<file path="src/rtl/seq_pkg.sv">
// Shared types and helpers for the fetch sequencer: FSM state encoding and
// sign extension of PC-relative branch offsets.
package seq_pkg;

    typedef enum logic [1:0] {
        IDLE = 2'd0,
        RUN  = 2'd1,
        DONE = 2'd2
    } seq_state_e;

    localparam int MAX_PC_W = 32;

    // Replicates bit w-1 of a w-bit offset into all higher bits.
    function automatic logic [MAX_PC_W-1:0] sext_offset(
        input logic [MAX_PC_W-1:0] off,
        input int                  w
    );
        logic [MAX_PC_W-1:0] r;
        r = off;
        for (int i = 0; i < MAX_PC_W; i++) begin
            if (i >= w) r[i] = off[w-1];
        end
        return r;
    endfunction

endpackage

</file>
<file path="src/rtl/seq_stack.sv">
// Return-address LIFO of DEPTH entries; clear has priority over push and pop,
// push is ignored when full and pop is ignored when empty.
module seq_stack #(
    parameter int DEPTH = 4,
    parameter int WIDTH = 10
) (
    input  logic             clk,
    input  logic             rst,
    input  logic             push_i,
    input  logic             pop_i,
    input  logic             clear_i,
    input  logic [WIDTH-1:0] data_i,
    output logic [WIDTH-1:0] top_o,
    output logic             full_o,
    output logic             empty_o
);

    localparam int CNT_W = $clog2(DEPTH + 1);
    localparam int IDX_W = (DEPTH > 1) ? $clog2(DEPTH) : 1;

    logic [CNT_W-1:0] cnt_q, cnt_d;
    logic [WIDTH-1:0] mem_q [DEPTH];
    logic [IDX_W-1:0] wr_idx, rd_idx;
    logic             do_push;

    assign full_o  = (cnt_q == CNT_W'(DEPTH));
    assign empty_o = (cnt_q == '0);
    assign wr_idx  = IDX_W'(cnt_q);
    assign rd_idx  = IDX_W'(cnt_q - CNT_W'(1));
    assign top_o   = mem_q[rd_idx];
    assign do_push = push_i && !full_o && !clear_i;

    always_comb begin
        // NOTE: every combinational output gets a default first so no path
        // leaves it unassigned, which would otherwise infer a latch.
        cnt_d = cnt_q;
        if (clear_i)                  cnt_d = '0;
        else if (do_push)             cnt_d = cnt_q + CNT_W'(1);
        else if (pop_i && !empty_o)   cnt_d = cnt_q - CNT_W'(1);
    end

    // NOTE: state registers use non-blocking assignments so every flop
    // samples the pre-edge values regardless of statement order.
    always_ff @(posedge clk or posedge rst) begin
        if (rst) cnt_q <= '0;
        else     cnt_q <= cnt_d;
    end

    // NOTE: the storage array has no reset; the occupancy count defines which
    // entries are valid, so stale contents are never observed.
    always_ff @(posedge clk) begin
        if (do_push) mem_q[wr_idx] <= data_i;
    end

endmodule

</file>
<file path="src/rtl/fetch_sequencer.sv">
// Instruction-fetch sequencer: PC generation with branches, calls, returns,
// halt and a RUN-cycle counter. Optional watchdog under SEQ_WATCHDOG_EN.
module fetch_sequencer
    import seq_pkg::*;
#(
    parameter int PC_W     = 10,
    parameter int STACK_D  = 4,
    parameter int CYC_W    = 16,
    parameter int WDOG_CYC = 1000
) (
    input  logic             Clk,
    input  logic             Reset,
    input  logic             Start,
    input  logic             Stall,
    input  logic             Halt,
    input  logic             BranchEn,
    input  logic             BranchAbs,
    input  logic [PC_W-1:0]  Target,
    input  logic             Call,
    input  logic             Ret,
    output logic [PC_W-1:0]  PgmCtr,
    output logic             Running,
    output logic             Ack,
    output logic             StackErr,
    output logic             Timeout,
    output logic [CYC_W-1:0] CycleCt
);

    seq_state_e       state_q, state_d;
    logic [PC_W-1:0]  pc_q, pc_d;
    logic [CYC_W-1:0] cyc_q, cyc_d;
    logic             err_q, err_d;

    logic             push, pop, clear;
    logic             stk_full, stk_empty;
    logic [PC_W-1:0]  stk_top;
    logic [PC_W-1:0]  pc_inc, off_pc, dest;

    assign pc_inc = pc_q + PC_W'(1);
    assign off_pc = PC_W'(sext_offset(MAX_PC_W'(Target), PC_W));
    assign dest   = BranchAbs ? Target : pc_q + off_pc;

`ifdef SEQ_WATCHDOG_EN
    logic to_q, to_d;
    logic wdog_hit;
    // Fires on the RUN cycle whose count increment reaches the limit.
    assign wdog_hit = (32'(cyc_q) + 32'd1) >= 32'(WDOG_CYC);
    assign Timeout  = to_q;
`else
    assign Timeout  = 1'b0;
`endif

    always_comb begin
        state_d = state_q;
        pc_d    = pc_q;
        cyc_d   = cyc_q;
        err_d   = err_q;
        push    = 1'b0;
        pop     = 1'b0;
        clear   = 1'b0;
`ifdef SEQ_WATCHDOG_EN
        to_d    = to_q;
`endif
        if (Start) begin
            state_d = RUN;
            pc_d    = '0;
            cyc_d   = '0;
            err_d   = 1'b0;
            clear   = 1'b1;
`ifdef SEQ_WATCHDOG_EN
            to_d    = 1'b0;
`endif
        end else if (state_q == RUN) begin
            // The counter tracks wall-clock time in RUN, stalled or not.
            if (cyc_q != '1) cyc_d = cyc_q + CYC_W'(1);
            if (!Stall) begin
                if (Halt) begin
                    state_d = DONE;
                end else if (Ret) begin
                    if (stk_empty) begin
                        err_d   = 1'b1;
                        state_d = DONE;
                    end else begin
                        pop  = 1'b1;
                        pc_d = stk_top;
                    end
                end else if (Call) begin
                    if (stk_full) begin
                        err_d   = 1'b1;
                        state_d = DONE;
                    end else begin
                        push = 1'b1;
                        pc_d = dest;
                    end
                end else if (BranchEn) begin
                    pc_d = dest;
                end else begin
                    pc_d = pc_inc;
                end
            end
`ifdef SEQ_WATCHDOG_EN
            if (wdog_hit) begin
                state_d = DONE;
                to_d    = 1'b1;
            end
`endif
        end
    end

    always_ff @(posedge Clk or posedge Reset) begin
        if (Reset) begin
            state_q <= IDLE;
            pc_q    <= '0;
            cyc_q   <= '0;
            err_q   <= 1'b0;
        end else begin
            state_q <= state_d;
            pc_q    <= pc_d;
            cyc_q   <= cyc_d;
            err_q   <= err_d;
        end
    end

`ifdef SEQ_WATCHDOG_EN
    always_ff @(posedge Clk or posedge Reset) begin
        if (Reset) to_q <= 1'b0;
        else       to_q <= to_d;
    end
`endif

    seq_stack #(
        .DEPTH (STACK_D),
        .WIDTH (PC_W)
    ) u_stack (
        .clk     (Clk),
        .rst     (Reset),
        .push_i  (push),
        .pop_i   (pop),
        .clear_i (clear),
        .data_i  (pc_inc),
        .top_o   (stk_top),
        .full_o  (stk_full),
        .empty_o (stk_empty)
    );

    assign PgmCtr   = pc_q;
    assign Running  = (state_q == RUN);
    assign Ack      = (state_q == DONE);
    assign StackErr = err_q;
    assign CycleCt  = cyc_q;

endmodule

</file>
<file path="config.mk">
export PLATFORM = sky130hd
export DESIGN_NAME = fetch_sequencer
export DESIGN_NICKNAME = d
export VERILOG_FILES = /design/src/rtl/seq_pkg.sv /design/src/rtl/seq_stack.sv /design/src/rtl/fetch_sequencer.sv
export SDC_FILE = /design/constraint.sdc
export NUM_CORES = 1
export LEC_CHECK = 0
export BUFFER_PORTS_ARGS = -buffer_cell sky130_fd_sc_hd__clkbuf_2
export CAP_MARGIN = 5
export CORE_MARGIN = 2
export CORE_UTILIZATION = 55
export CTS_CLUSTER_DIAMETER = 30
export CTS_CLUSTER_SIZE = 25
export DETAILED_ROUTE_END_ITERATION = 10
export PLACE_DENSITY = 0.76
export SKIP_LAST_GASP = 1
export SLEW_MARGIN = 20
export SYNTH_ARGS = -nofsm -noshare
export SYNTH_HDL_FRONTEND = slang
export SYNTH_SLANG_ARGS = --single-unit
</file>
<file path="constraint.sdc">
create_clock -name Clk -period 5.1 [get_ports Clk]
set_clock_uncertainty 0.2 [all_clocks]
set_input_delay 0.255 -clock Clk [delete_from_list [all_inputs] [get_ports Clk]]
set_output_delay 0.255 -clock Clk [all_outputs]
set_load 0.03 [all_outputs]
</file>
==> results.md, run 1 <==
* Status: finished, final reports clean
* CTS tree: yes
* Clock network fraction of design power at 34.9%
* Vias in the first global route at 2790
* Vias at 2987
* Number of flops mapped to enable cells by yosys at 40
* Routed WL at 8430 µm
* Commonest cells after routing, fill and taps aside: clkbuf_2 (47), edfxtp_1 (40), nor2_1 (34)
* Starting DRC count in detailed routing at 180
* Ant. Diodes at 0
* Largest net degree at the start of global routing at 39
* Global-route wire length before repair at 13800 µm
* Async S/R FF share, synth at 44.4%
* Vias/cell at 5.90
* Mapped Area at 4000 µm²
* Die height at 89.3 µm
* HP Class: in -> reg
* Ports at 49
* Register area share after synthesis at 50.0%
* Final setup TNS at 0 ns
* Fill cells at 584
* CTS sink count at 72
* Setup bufs post-CTS at 0
* #FFs+latches synth at 72
* Final non-filler cell total at 506
* Post-synth top area share at 30.0%
* H-tree levels at 3
* Area growth syn-to-layout at 13.1%
* Gr usage total at 22.9%
* Max Root-Sink Buffers at 2
* DRC Markers at 0
* Final setup viols at 0
* TritonRoute pass-1 iters at 4
* Critical path buffer and inverter count at 1
* Library cells used by synthesis at 59
* Final hold viol count at 0
* Crit path max-delay family: simple AND/OR/NAND/NOR gates
* Worst endpoint required time at 5.15 ns
* Crit Path Category: reg -> reg
* Total CTS buffers at 9
* Top FF cell, synth: edfxtp_1
* Worst path most repeated cell: a21oi_1
* Leading area contributor after synthesis: edfxtp_1
* Initial antenna violation count at 0
* Wire length per cell at 16.7 µm
* Worst vdd ir at 0.199 mV
* Port Buffers at 47
* Routed Antenna Nets at 0
* Synthesized instance count at 359
* Worst Tran Pin Value at 0.838 ns
* Psw at 0.431 mW
* Ranking of synthesized cells by area: edfxtp_1 (30%), dfrtp_1 (20%), mux4_2 (5.6%), ha_1 (5.0%), xor2_1 (3.3%)
* Logic pwr share at 19.2%
* Share of layout cells above drive strength 1 at 19.9%
* Worst-path cell chain: inv_1 > ha_1 > a211oi_1 > and3_1 > and2_1 > a21oi_1 > or3_1 > a21oi_1
* Slowest CP cell: dfrtp_1
* FP Rows at 31
* Commonest non-fill, non-tap cell in the layout: clkbuf_2
* Fin crit share at 60.9%
* Ys Warns at 0
* Detailed placement HPWL at 5920 µm
* Max transition margin at 43.9%
* CTS clk-pin slew, worst paths at 0.08 ns
* Fmax achieved at 322 MHz
* Startpoint Class: flip-flop
* Max Cap Viol at 0
* NumNets Final at 438
* GP Congestion at 0.866
* Arr. time, crit path at 3.16 ns
* RSZ-0062 raised after global routing: no
* Die width at 89.3 µm
* Die area at 7970 µm²
* CP max FO at 15
* P_int at 1.04 mW
* Syn_area_per_cell at 11.1 µm²
* Grt ovf at 0
* Placed insts at 489
* Period minus WS final at 3.11 ns
* Share of power burned in registers at 45.9%
* Switching Fraction at 29.4%
* Syn nets at 395
* Crit-path max cell delay at 0.83 ns
* Root Driver: clkbuf_8
* Initial Utilization at 56.0%
* Leakage at 1.87 nW
* Element type at the critical path end: flip-flop
* Skew-Pair Late Insertion Delay at 0.34 ns
* Core area at 7140 µm²
* Max-slew violation total from the final report at 0
* Power Density at 324 nW/µm²
[flip-flops by register name (all words and copies together), names as in the netlist]
register,cells
CycleCt,16
state_q,2
u_stack.cnt_q,3
PgmCtr,10
StackErr,1
u_stack.mem_q,40
[stage by stage]
step / hold WS, ns / utilization, % / instance area, µm² / power [mW] / setup WS (ns)
2_1_floorplan: 0.171 / - / 4000 / 0.895 / 2.41
3_3_place_gp: 0.160 / 60.1 / 4290 / 0.958 / 2.08
3_5_place_dp: 0.157 / 60.1 / 4290 / 0.965 / 1.95
4_1_cts: 0.0132 / 63.4 / 4520 / 1.48 / 1.95
5_1_grt: 0.0554 / 63.4 / 4520 / 1.54 / 1.61
6_report: 0.0293 / 63.4 / 4520 / 1.47 / 1.99
[per-layer routing]
metal | part of all wire (%) | GRT usage [%] | vias to the layer above
li1 | - | - | 1419
met1 | 45 | 33.9 | 1466
met2 | 48 | 34.7 | 96
met3 | 6.4 | 3.60 | 6
met4 | 0.95 | 8.01 | 0
met5 | 0 | 0 | -
[timing repair]
action	in CTS	in global routing
setup endpoints to repair	0	0
gates resized for setup	0	0
hold endpoints to repair	32	0
hold buffers	1	0
[area by class of cell]
class	instances	area, µm²	share of cell area [%]
clock buffer	9	124	2.74
sequential	72	2000	44.3
tap	99	124	2.74
inverter	13	48.8	1.08
clock inverter	7	103	2.27
timing repair buffer	49	253	5.59
multi-input combinational	257	1870	41.3
[worst paths after layout]
path | to | slack [ns] | startpoint | cells after the start
max in group asynchronous | StackErr | 4.00 | Reset | 4
min in group asynchronous | CycleCt[14] | 0.38 | Reset | 4
worst min-delay path | state_q[0] | 0.03 | Stall | 3
worst max register to register | u_stack.cnt_q[2] | 1.99 | u_stack.cnt_q[0] | 8
worst min register to register | StackErr | 0.31 | StackErr | 2
worst max-delay path | u_stack.cnt_q[2] | 1.99 | u_stack.cnt_q[0] | 8
[cell usage after synthesis, drive strengths merged (2+ instances only)]
| master | instances |
|---|---|
| o31ai | 3 |
| nor2b | 7 |
| and2 | 4 |
| nand3b | 3 |
| buf | 6 |
| a21oi | 24 |
| dfrtp | 32 |
| nand2b | 4 |
| and4 | 3 |
| nor4b | 2 |
| o211ai | 5 |
| nand3 | 14 |
| nor4 | 2 |
| or3 | 5 |
| nand2 | 21 |
| nand4 | 8 |
| o21a | 2 |
| a21o | 5 |
| xnor2 | 10 |
| inv | 13 |
| edfxtp | 40 |
| mux4 | 10 |
| xor2 | 15 |
| nor2 | 34 |
| a21boi | 2 |
| and3 | 6 |
| nor3 | 7 |
| o21ai | 9 |
| o22ai | 2 |
| o221ai | 2 |
| clkbuf | 11 |
| mux2i | 4 |
| ha | 16 |
| a211oi | 10 |
[kinds of logic after synthesis]
logic type               Yosys count  synth area share (%)
AO/OA/AOI/OAI                     74                  12.1
other                              1                0.0937
XOR/XNOR                          25                  5.47
adder cells (fa/ha/maj)           17                  5.51
flip-flops                        72                  50.0
multiplexers                      14                  6.63
buffers and inverters             30                  3.22
AND/OR/NAND/NOR                  126                  16.9
[worst register-to-register path, cell delays in order, from the launching register on]
cell and delay, ns:
dfrtp_1 0.83, inv_1 0.20, ha_1 0.29, a211oi_1 0.29, and3_1 0.24, and2_1 0.41
a21oi_1 0.09, or3_1 0.32, a21oi_1 0.14
[power by group through the flow]
| stage | Sequential (mW) | Combinational, mW | Clock [mW] |
|---|---|---|---|
| after CTS | 0.674 | 0.282 | 0.521 |
| after detailed placement | 0.686 | 0.279 | 0 |
| after global placement | 0.685 | 0.273 | 0 |
| final | 0.674 | 0.281 | 0.512 |
| after global routing | 0.679 | 0.313 | 0.548 |
| after floorplan | 0.695 | 0.200 | 0 |
Power figures use the tool's default switching activity.
==> run 2, diff against run 1 <==
- CORE_UTILIZATION: 55 -> 53
- PLACE_DENSITY: 0.76 -> 0.77
- clock period: 5.1 -> 2.8 ns (I/O delays scaled with it)
==> results.md, run 2 (synthesis gave the netlist of run 1 again) <==
* Status: finished, final reports clean (unchanged)
* Period minus WS final at 2.46 ns (was 3.11 ns)
* Initial Utilization at 54.9% (was 56.0%)
* RSZ-0062 raised after global routing: no (unchanged)
* Crit Path Category: reg -> reg (unchanged)
* Startpoint Class: flip-flop (unchanged)
* Max Root-Sink Buffers at 2 (unchanged)
* CTS clk-pin slew, worst paths at 0.08 ns (about the same)
* Reg with most FFs: u_stack.mem_q (unchanged)
* Ports at 49 (unchanged)
* Largest net degree at the start of global routing at 33 (was 39)
* Fin crit share at 87.9% (was 60.9%)
* Worst endpoint required time at 2.85 ns (was 5.15 ns)
* CTS sink count at 72 (unchanged)
* CP max FO at 7 (was 15)
* Fill cells at 612 (was 584)
* Total CTS buffers at 9 (unchanged)
* Commonest cells after routing, fill and taps aside: clkbuf_2 (47), edfxtp_1 (40), nor2_1 (34) (unchanged)
* GP Congestion at 0.914 (was 0.866)
* Starting DRC count in detailed routing at 220 (was 180)
* HP Class: in -> reg (unchanged)
* Die width at 90.9 µm (was 89.3 µm)
* TritonRoute pass-1 iters at 4 (unchanged)
* NumNets Final at 446 (was 438)
* Die area at 8260 µm² (was 7970 µm²)
* Power Density at 583 nW/µm² (was 324 nW/µm²)
* Gr usage total at 22.1% (was 22.9%)
* Die height at 90.9 µm (was 89.3 µm)
* Global-route wire length before repair at 14300 µm (was 13800 µm)
* Wire length per cell at 16.9 µm (was 16.7 µm)
* Skew-Pair Late Insertion Delay at 0.34 ns (about the same)
* Final setup viols at 0 (unchanged)
* FP Rows at 31 (unchanged)
* Grt ovf at 0 (unchanged)
* Share of layout cells above drive strength 1 at 20.7% (was 19.9%)
* Worst vdd ir at 0.315 mV (was 0.199 mV)
* Final hold viol count at 0 (unchanged)
* Detailed placement HPWL at 6080 µm (was 5920 µm)
* Routed Antenna Nets at 0 (unchanged)
* Max transition margin at 54.1% (was 43.9%)
* Commonest non-fill, non-tap cell in the layout: clkbuf_2 (unchanged)
* Max-slew violation total from the final report at 0 (unchanged)
* Leakage at 1.90 nW (was 1.87 nW)
* Max Cap Viol at 0 (unchanged)
* CTS tree: yes (unchanged)
* Worst Tran Pin Value at 0.684 ns (was 0.838 ns)
* Initial antenna violation count at 0 (unchanged)
* Element type at the critical path end: flip-flop (unchanged)
* Port Buffers at 47 (unchanged)
* Setup crit start: PgmCtr[1] (was u_stack.cnt_q[0])
* Ant. Diodes at 0 (unchanged)
* Fmax achieved at 406 MHz (was 322 MHz)
* Final setup TNS at 0 ns (unchanged)
* Vias in the first global route at 2884 (was 2790)
* Area growth syn-to-layout at 14.6% (was 13.1%)
* Vias/cell at 5.82 (was 5.90)
* H-tree levels at 3 (unchanged)
* Vias at 2994 (was 2987)
* WHS at 0.0412 ns (was 0.0293 ns)
* Routed WL at 8670 µm (was 8430 µm)
* DRC Markers at 0 (unchanged)
* Largest register FFs at 40 (unchanged)
* Core area at 7290 µm² (was 7140 µm²)
* Hold Path Origin: Target[7] (was Stall)
* Arr. time, crit path at 2.51 ns (was 3.16 ns)
* Worst r2r src: PgmCtr[1] (was u_stack.cnt_q[0])
* Root Driver: clkbuf_8 (unchanged)
## run 2: final cells by class
cell class              instances  area [µm²]  share of cell area, %
inverters                      13        48.8                   1.06
flip-flops and latches         72        2000                   43.7
multi-input cells             257        1870                   40.8
clock buffers                  10         128                   2.78
clock inverters                 6        93.8                   2.05
repair buffers                 57         318                   6.93
well taps                      99         124                   2.70
## run 2: worst max-delay path, stage by stage, from the launching register on
cell and delay, ns:
dfrtp_1 0.46, inv_1 0.09, fa_1 0.40, nor2b_1 0.20, o21ai_0 0.13, nand3_1 0.10
or3b_2 0.44, a21o_1 0.16, a211oi_1 0.19
## run 2: path summary, 6_finish.rpt
check	endpoint	slack [ns]	depth (start not counted)
setup / recovery	PgmCtr[4]	0.34	8
hold / removal	PgmCtr[7]	0.04	5
setup reg to reg	PgmCtr[4]	0.34	8
hold reg to reg	StackErr	0.31	2
max in group asynchronous	u_stack.cnt_q[1]	1.87	4
min in group asynchronous	CycleCt[9]	0.22	4
## run 2: through the flow
step                total power, mW  instances  area, µm²  setup slack, ns  util [%]
global placement               1.75        495       4330            0.448      59.4
CTS                            2.68        514       4580            0.344      62.9
finish                         2.67        514       4580            0.339      62.9
detailed placement             1.78        495       4330            0.365      59.4
global route                   2.79        514       4580            0.195      62.9
floorplan                      1.63        359       4000            0.113         -
## run 2: per-layer routing
metal	global-route usage [%]	part of all wire (%)	vias to the layer above	routed length, µm
met5	0	0	-	0
met4	5.68	1.3	0	112
met3	5.93	7.0	11	603
met2	33.9	46	103	3970
met1	31.4	46	1441	3990
li1	-	-	1439	-
## run 2: repair_timing
action                    CTS  global route
hold endpoints to repair   35             0
resized for setup           0             0
setup buffers               0             0
hold buffers                3             0
## run 2: power by group
group,internal [mW],leakage [nW],total [mW],switching [mW]
Combinational,0.223,1.00,0.550,0.327
Clock,0.506,0.107,0.909,0.403
Sequential,1.16,0.792,1.21,0.0489
Total,1.89,1.90,2.67,0.779
==> run 3, diff against run 2 <==
- CORE_ASPECT_RATIO: default -> 0.8
- CTS_BUF_LIST: default -> sky130_fd_sc_hd__clkbuf_4 sky130_fd_sc_hd__clkbuf_8 sky130_fd_sc_hd__clkbuf_16
- CTS_CLUSTER_SIZE: 25 -> 28
==> results.md, run 3 (synthesis gave the netlist of run 1 again) <==
* Fin util at 61.5% (was 62.9%)
* NumNets Final at 447 (was 446)
* Fmax achieved at 397 MHz (was 406 MHz)
* Final setup TNS at 0 ns (unchanged)
* Ant. Diodes at 0 (unchanged)
* Commonest cells after routing, fill and taps aside: clkbuf_2 (47), edfxtp_1 (40), nor2_1 (34) (unchanged)
* Vias/cell at 5.98 (was 5.82)
* Fill cells at 569 (was 612)
* Startpoint Class: flip-flop (unchanged)
* Skew-Pair Late Insertion Delay at 0.35 ns (was 0.34 ns)
* Multi-input gate area at 1870 µm² (unchanged)
* Power Density at 549 nW/µm² (was 583 nW/µm²)
* CTS tree: yes (unchanged)
* RSZ-0062 raised after global routing: no (unchanged)
* Global-route wire length before repair at 13900 µm (was 14300 µm)
* Final hold viol count at 0 (unchanged)
* GP Congestion at 0.872 (was 0.914)
* Routed WL at 8650 µm (was 8670 µm)
* P_int at 1.71 mW (was 1.89 mW)
* Critical path endpoint: PgmCtr[7] (was PgmCtr[4])
* Share of power burned in registers at 48.7% (was 45.4%)
* CP max FO at 6 (was 7)
* Switching Fraction at 31.3% (was 29.2%)
* CTS sink count at 72 (unchanged)
* Port Buffers at 47 (unchanged)
* HP Class: in -> reg (unchanged)
* Pre-CTS setup slack at 0.359 ns (was 0.365 ns)
* H-tree levels at 3 (unchanged)
* Die height at 81.7 µm (was 90.9 µm)
* Total CTS buffers at 9 (unchanged)
* Crit-path max cell delay at 0.47 ns (was 0.46 ns)
* Vias at 3020 (was 2994)
* Worst endpoint required time at 2.81 ns (was 2.85 ns)
* Final setup margin at 0.282 ns (was 0.339 ns)
* Status: finished, final reports clean (unchanged)
* Clock network fraction of design power at 29.3% (was 34.0%)
* Initial Utilization at 54.4% (was 54.9%)
* Detailed placement HPWL at 6090 µm (was 6080 µm)
* Reg with most FFs: u_stack.mem_q (unchanged)
* CTS clk-pin slew, worst paths at 0.08 ns (about the same)
* Max Cap Viol at 0 (unchanged)
* Reg2reg path depth at 7 (was 8)
* DRC Markers at 0 (unchanged)
* Initial antenna violation count at 0 (unchanged)
* Max Root-Sink Buffers at 2 (unchanged)
* Period minus WS final at 2.52 ns (was 2.46 ns)
* Reg area at 2000 µm² (unchanged)
* FP Rows at 28 (was 31)
* Fin crit share at 89.9% (was 87.9%)
* Die width at 101 µm (was 90.9 µm)
* Setup crit start: PgmCtr[3] (was PgmCtr[1])
* Critical path buffer and inverter count at 0 (was 1)
* Vias in the first global route at 2724 (was 2884)
* Final non-filler cell total at 505 (was 514)
* Largest net degree at the start of global routing at 38 (was 33)
* Max transition margin at 58.3% (was 54.1%)
* Grt ovf at 0 (unchanged)
* Worst flop-to-flop path endpoint: PgmCtr[7] (was PgmCtr[4])
* Largest register FFs at 40 (unchanged)
* Reg2Reg Setup Slack at 0.28 ns (was 0.34 ns)
* TritonRoute pass-1 iters at 4 (unchanged)
* Gr usage total at 22.3% (was 22.1%)
* Crit Path Category: reg -> reg (unchanged)
* Worst Tran Pin Value at 0.625 ns (was 0.684 ns)
* Ports at 49 (unchanged)
* Share of layout cells above drive strength 1 at 20.7% (unchanged)
* Max-slew violation total from the final report at 0 (unchanged)
* Worst r2r src: PgmCtr[3] (was PgmCtr[1])
* Slowest CP cell: dfrtp_1 (unchanged)
* Final setup viols at 0 (unchanged)
* Worst vdd ir at 0.252 mV (was 0.315 mV)
* Starting DRC count in detailed routing at 173 (was 220)
* Area growth syn-to-layout at 13.1% (was 14.6%)
* Worst path most repeated cell: a21oi_1
* Routed Antenna Nets at 0 (unchanged)
* Worst-path cell chain: ha_1 > a21o_1 > a21oi_1 > a21oi_1 > or4_1 > a21boi_0 > o22ai_1 (was inv_1 > fa_1 > nor2b_1 > o21ai_0 > nand3_1 > or3b_2 > a21o_1 > a211oi_1)
* Psw at 0.778 mW (was 0.779 mW)
* Root Driver: clkbuf_8 (unchanged)
* Arr. time, crit path at 2.53 ns (was 2.51 ns)
* Placed insts at 487 (was 495)
* Logic pwr share at 22.0% (was 20.6%)
* Die area at 8260 µm² (about the same)
* Commonest non-fill, non-tap cell in the layout: clkbuf_2 (unchanged)
* Core area at 7360 µm² (was 7290 µm²)
* Post-CTS sizing at 0 (unchanged)
* Element type at the critical path end: flip-flop (unchanged)
* Crit path max-delay family: compound AO/OA/AOI/OAI gates (was simple AND/OR/NAND/NOR gates)
* Leakage at 1.89 nW (was 1.90 nW)
* Wire length per cell at 17.1 µm (was 16.9 µm)
* Worst path depth at 7 (was 8)
[run 3: cell count changes in the layout (fill, tap and decap cells not counted), sizes merged]
cell | before | now
clkinvlp | 1 | 0
clkbuf | 57 | 56
buf | 7 | 8
bufinv | 2 | 0
inv | 13 | 15
clkinv | 3 | 4
[run 3: worst register-to-register path, cell delays in order, from the launching register on]
cell      delay, ns
dfrtp_1        0.47
ha_1           0.39
a21o_1         0.20
a21oi_1        0.23
a21oi_1        0.15
or4_1          0.43
a21boi_0       0.20
o22ai_1        0.11
[run 3: final cells by class]
class	count	share of cell area [%]
clock buffers	9	2.74
clock inverters	6	0.968
inverters	13	1.08
multi-input cells	257	41.3
flip-flops and latches	72	44.2
well taps	90	2.49
repair buffers	58	7.19
[run 3: worst min-delay path by stage]
stage | startpoint | to | cells after the start
5_1_grt | Target[8] | PgmCtr[8] | 4
4_1_cts | Target[8] | PgmCtr[8] | 4
3_3_place_gp | Reset | PgmCtr[7] | 3
2_1_floorplan | Reset | CycleCt[0] | 1
6_report | Target[9] | PgmCtr[9] | 4
3_5_place_dp | Reset | PgmCtr[7] | 3
[run 3: power groups by stage]
stage | clock network, mW | registers, mW | logic [mW]
after floorplan | 0 | 1.27 | 0.364
after global placement | 0 | 1.23 | 0.524
after detailed placement | 0 | 1.23 | 0.540
after CTS | 0.745 | 1.21 | 0.546
after global routing | 0.789 | 1.22 | 0.604
final | 0.727 | 1.21 | 0.546
[run 3: metal layers]
layer | global-route usage, % | vias to the layer above | share of wire [%]
met1 | 32.1 | 1472 | 46
li1 | - | 1439 | -
met3 | 4.94 | 11 | 6.3
met4 | 8.38 | 0 | 1.2
met2 | 33.3 | 98 | 46
met5 | 0 | - | 0
[run 3: timing repair]
item                                   CTS  global route
setup buffers                            0             0
endpoints found under the hold margin   35             0
hold buffers                             3             0
[run 3: through the flow]
step	hold slack, ns	total power [mW]	cell area (µm²)
final	0.0622	2.48	4530
after global routing	0.0577	2.61	4530
after CTS	0.0433	2.50	4530
after detailed placement	0.0484	1.77	4330
after global placement	0.0419	1.75	4330
after floorplan	0.0562	1.63	4000
